==> src/rtl/cond_unit.sv <==
`default_nettype none
// ============================================================================
// Module   : cond_unit
// Purpose  : NZCV flag register with split write enables, ARM condition
//            evaluation with a per-instruction latched result (CondExQ), write
//            gating for PC/register/memory, and a DEPTH-entry flag save stack
//            for exception entry and return.
// Options  : COND_FLAG_BYPASS_EN - when defined, the condition is evaluated
//            against this cycle's next flag value instead of the registered one.
// Revision : 1.0 - initial release
// ============================================================================
module cond_unit #(
    parameter int DEPTH = 2,
    parameter int PW    = $clog2(DEPTH + 1)
) (
    input  logic          clk,
    input  logic          reset,
    input  logic [3:0]    Cond,
    input  logic [3:0]    ALUFlags,
    input  logic [1:0]    FlagW,
    input  logic          PCS,
    input  logic          NextPC,
    input  logic          RegW,
    input  logic          MemW,
    input  logic          CondLatch,
    input  logic          FlagPush,
    input  logic          FlagPop,
    output logic          PCWrite,
    output logic          RegWrite,
    output logic          MemWrite,
    output logic [3:0]    Flags,
    output logic          CondExQ,
    output logic [PW-1:0] StackDepth,
    output logic          StackFull,
    output logic          StackEmpty,
    output logic          StackErr
);

    localparam logic [PW-1:0] FULL_DEPTH = PW'(DEPTH);

    logic [3:0] stack_mem [DEPTH];
    logic [3:0] stack_top;
    logic [3:0] flags_next;
    logic [3:0] eval_flags;
    logic [1:0] flag_write;
    logic       cond_ex;
    logic       push_ok;
    logic       pop_ok;
    logic       stack_fault;

    assign StackFull  = (StackDepth == FULL_DEPTH);
    assign StackEmpty = (StackDepth == '0);

    // Push/pop qualification; simultaneous push and pop is a conflict and does neither
    always_comb begin
        push_ok     = FlagPush && !FlagPop && !StackFull;
        pop_ok      = FlagPop && !FlagPush && !StackEmpty;
        stack_fault = (FlagPush && FlagPop) || (FlagPush && StackFull) ||
                      (FlagPop && StackEmpty);
    end

    // Select the most recently pushed entry (index StackDepth-1)
    always_comb begin
        stack_top = 4'b0000;
        for (int i = 0; i < DEPTH; i++) begin
            if (StackDepth == PW'(i + 1)) begin
                stack_top = stack_mem[i];
            end
        end
    end

    // Gated flag write uses only the latched result, which keeps the path loop-free
    assign flag_write = FlagW & {2{CondExQ}};

    // Next flag value: a valid pop restores the saved flags, else split ALU writes
    always_comb begin
        flags_next = Flags;
        if (pop_ok) begin
            flags_next = stack_top;
        end else begin
            if (flag_write[1]) flags_next[3:2] = ALUFlags[3:2];
            if (flag_write[0]) flags_next[1:0] = ALUFlags[1:0];
        end
    end

`ifdef COND_FLAG_BYPASS_EN
    assign eval_flags = flags_next;
`else
    assign eval_flags = Flags;
`endif

    // Condition field decode against the selected flags {N,Z,C,V}
    always_comb begin
        case (Cond)
            4'b0000: cond_ex = eval_flags[2];
            4'b0001: cond_ex = !eval_flags[2];
            4'b0010: cond_ex = eval_flags[1];
            4'b0011: cond_ex = !eval_flags[1];
            4'b0100: cond_ex = eval_flags[3];
            4'b0101: cond_ex = !eval_flags[3];
            4'b0110: cond_ex = eval_flags[0];
            4'b0111: cond_ex = !eval_flags[0];
            4'b1000: cond_ex = eval_flags[1] && !eval_flags[2];
            4'b1001: cond_ex = !eval_flags[1] || eval_flags[2];
            4'b1010: cond_ex = (eval_flags[3] == eval_flags[0]);
            4'b1011: cond_ex = (eval_flags[3] != eval_flags[0]);
            4'b1100: cond_ex = !eval_flags[2] && (eval_flags[3] == eval_flags[0]);
            4'b1101: cond_ex = eval_flags[2] || (eval_flags[3] != eval_flags[0]);
            default: cond_ex = 1'b1;
        endcase
    end

    // Write gating; register/memory writes are held off while reset is asserted
    always_comb begin
        RegWrite = RegW && CondExQ && !reset;
        MemWrite = MemW && CondExQ && !reset;
        PCWrite  = (PCS && CondExQ && !reset) || NextPC;
    end

    // Flags and latched condition result
    always_ff @(posedge clk) begin
        if (reset) begin
            Flags   <= 4'b0000;
            CondExQ <= 1'b0;
        end else begin
            Flags <= flags_next;
            if (CondLatch) CondExQ <= cond_ex;
        end
    end

    // Flag save stack, its depth counter and the sticky error flag
    always_ff @(posedge clk) begin
        if (reset) begin
            StackDepth <= '0;
            StackErr   <= 1'b0;
            for (int i = 0; i < DEPTH; i++) begin
                stack_mem[i] <= 4'b0000;
            end
        end else begin
            if (stack_fault) StackErr <= 1'b1;
            if (push_ok) begin
                for (int i = 0; i < DEPTH; i++) begin
                    if (StackDepth == PW'(i)) stack_mem[i] <= Flags;
                end
                StackDepth <= StackDepth + 1'b1;
            end else if (pop_ok) begin
                StackDepth <= StackDepth - 1'b1;
            end
        end
    end

endmodule
`default_nettype wire

==> config.mk <==
export PLATFORM = sky130hd
export DESIGN_NAME = cond_unit
export DESIGN_NICKNAME = d
export VERILOG_FILES = /design/src/rtl/cond_unit.sv
export SDC_FILE = /design/constraint.sdc
export NUM_CORES = 1
export LEC_CHECK = 0
export BUFFER_PORTS_ARGS = -buffer_cell sky130_fd_sc_hd__buf_2
export CORE_MARGIN = 10
export CORE_UTILIZATION = 50
export CTS_BUF_LIST = sky130_fd_sc_hd__clkbuf_2
export DETAILED_ROUTE_END_ITERATION = 10
export PLACE_DENSITY = 0.89
export RECOVER_POWER = 50
export SKIP_CTS_REPAIR_TIMING = 1
export SYNTH_ARGS = -nofsm -noshare
export SYNTH_HDL_FRONTEND = slang
export SYNTH_SLANG_ARGS = --single-unit
==> constraint.sdc <==
create_clock -name clk -period 2.2 [get_ports clk]
set_input_delay 0.44 -clock clk [delete_from_list [all_inputs] [get_ports clk]]
set_output_delay 0.44 -clock clk [all_outputs]
set_load 0.01 [all_outputs]
==> impl_metrics.csv <==
group,metric,value,unit
status,status,"complete, no violations",
setup_path,cpPeakStageDelay,0.44,ns
global_route,grt_overflow,0,
setup_path,slowest_stage,"or3b_1",
synthesis,ys_warn_count,0,
min_path,hp-class,"input pin to flip-flop",
die,die_area,3910,um2
power,ir_worst_vdd,0.367,mV
synthesis,synth_fp_nets,116,
route,via_count,824,
synthesis,synthArstFlopShare,0,
final_layout,final_cells,150,
timing,rsz0062_at_grt,"false",
global_route,antenna_found_initial,0,
final_layout,final_nets,148,
setup_path,crit_chain,"inv_1 -> ha_1 -> or3b_1 -> nor3_1 -> and2_1",
timing,setup_viol_count_final,0,
clock_tree,cts_max_level,1,
final_layout,syn2layout_area_growth,18.8,%
clock_tree,cts_buffer_depth,2,
timing,max_slew.worst_pin.slew,0.467,ns
final_layout,drive_gt1_frac,0.224,
setup_path,setup.worst_path.start_class,"flip-flop",
clock_tree,insertion_delay,0.30,ns
die,rows,15,
final_layout,finalCoreUtilization,0.622,
timing,fmax,0.504,GHz
synthesis,ys_seq_area_frac,0.443,
clock_tree,clk_pin_slew,0.15,ns
timing,fin_ws,0.218,ns
flow_run,cap_violations,0,
die,die_w,62.5,um
timing,fin_skew,0.000852,ns
synthesis,yosys-top-cells-count,"10 x nand2_1, 9 x nor2_1, 8 x dfxtp_1, 8 x edfxtp_1",
setup_path,crit_path_end_kind,"flip-flop",
die,core,1730,um2
route,drt-wirelength-per-cell,15.8,um
timing,max_slew_margin,0.688,
route,route.antenna.remaining_nets,0,
die,die_h,62.5,um
route,routed_wl,2370,um
synthesis,ys_top_cells_by_area,"edfxtp_1 27%, dfxtp_1 18%, and2_1 4.2%",
power,p_leak,0.447,nW
die,start_util,0.523,
die,design.portCount,32,
placed_design,portBuffers,31,
global_route,first_global_vias,853,
setup_path,worstPathRequired,2.37,ns
power,power.density,609,nW/um2
placed_design,globalplace.congestion,0.798,
final_layout,postLayoutCellArea,1070,um2
timing,hold_viol_final,0,
synthesis,yosysMostFrequentCell,"nand2_1",
setup_path,path_class,"flip-flop to flip-flop",
final_layout,diodes,0,
timing,whs,0.388,ns
timing,maxSlewViolCount,0,
setup_path,path_max_fanout,10,
route,first_pass_iters,4,
synthesis,syn_inst,94,
route,route.detailed.drc,0,
synthesis,avgSynthCellArea,9.61,um2
placed_design,placed_area,1070,um2
clock_tree,cts.root.buffer_cell,"clkbuf_2",
global_route,grt_first_pass_wirelength,3870,um
global_route,gr-usage-all-layers,0.116,
timing,finalSetupTns,0,ns
route,detail_route.vias_per_cell,5.49,
placed_design,hpwl,1910,um
synthesis,syn_area,903,um2
synthesis,yosys.area.top_type,"edfxtp_1",
synthesis,synth_top_area_share,0.266,
placed_design,dp_cells,146,
route,drt_iter0_drc,28,
power,power.total,0.654,mW
clock_tree,clock_sinks,16,
clock_tree,tritoncts,"built",
synthesis,synth_edf_count,8,
global_route,grt_max_degree,14,
synthesis,ys.flop_type,"edfxtp_1",
setup_path,cp.arrival,2.16,ns
clock_tree,cts_buffers,3,
placed_design,dp_slack,0.269,ns
synthesis,synth_seq_cells,16,
synthesis,synth.distinct_cells,28,
timing,period_share,0.901,
timing,post-route-min-period,1.98,ns
path summary, 6_finish.rpt:
kind,depth (start not counted),end,slack [ns],from
max,5,stack_mem[0][4],0.22,StackDepth[0]
min,3,CondExQ,0.39,CondLatch
max reg2reg,5,stack_mem[0][4],0.22,StackDepth[0]
min reg2reg,2,StackErr,0.49,StackErr
layout make-up:
type                            count  area, um2
Clock buffer                        4       20.0
Tap cell                           25       31.3
Inverter                            4       15.0
Sequential cell                    16        400
Timing Repair Buffer               31        141
Multi-Input combinational cell     70        465
Fill cell                         170        653
placed cells by master, fill, tap and decap left out, types with 6 or more instances in the layout:
| master | synthesis | routed |
|---|---|---|
| buf_2 | 0 | 20 |
| clkbuf_1 | 4 | 11 |
| edfxtp_1 | 8 | 8 |
| dfxtp_1 | 8 | 8 |
| nand2_1 | 10 | 10 |
| nand3_1 | 6 | 6 |
| nor2_1 | 9 | 9 |
flip-flops by register name, indices dropped and copies added (netlist names):
register,count
CondExQ,1
Flags,4
StackDepth,2
StackErr,1
stack_mem,8
cells by family (layout without fill, tap and decap cells):
group | count (synthesis) | in the layout | share of synthesized area
AO/OA/AOI/OAI | 20 | 20 | 0.176
XOR/XNOR | 2 | 2 | 0.0194
adder cells (fa/ha/maj) | 3 | 3 | 0.0416
buffers and inverters | 8 | 39 | 0.0332
flip-flops | 16 | 16 | 0.443
multiplexers | 2 | 2 | 0.0374
AND/OR/NAND/NOR | 43 | 43 | 0.249
where the power goes:
group	internal, mW	switching [mW]
sequential	0.336	0.0203
combinational	0.0646	0.0880
clock	0.0482	0.0966
total	0.449	0.205
per-layer routing:
metal,track usage,up-vias,part of all wire
met2,0.195,30,0.51
met5,0,-,0
met1,0.134,385,0.42
met3,0.0341,3,0.060
li1,-,406,-
met4,0.0447,0,0.012
worst max-delay path, delay by kind of cell, from the launching register on:
family | cells | cell delay [ns]
fa+ha+maj | 1 | 0.32
buf+inv | 1 | 0.09
flops | 1 | 0.41
simple gates | 3 | 1.03
Power figures use the tool's default switching activity.
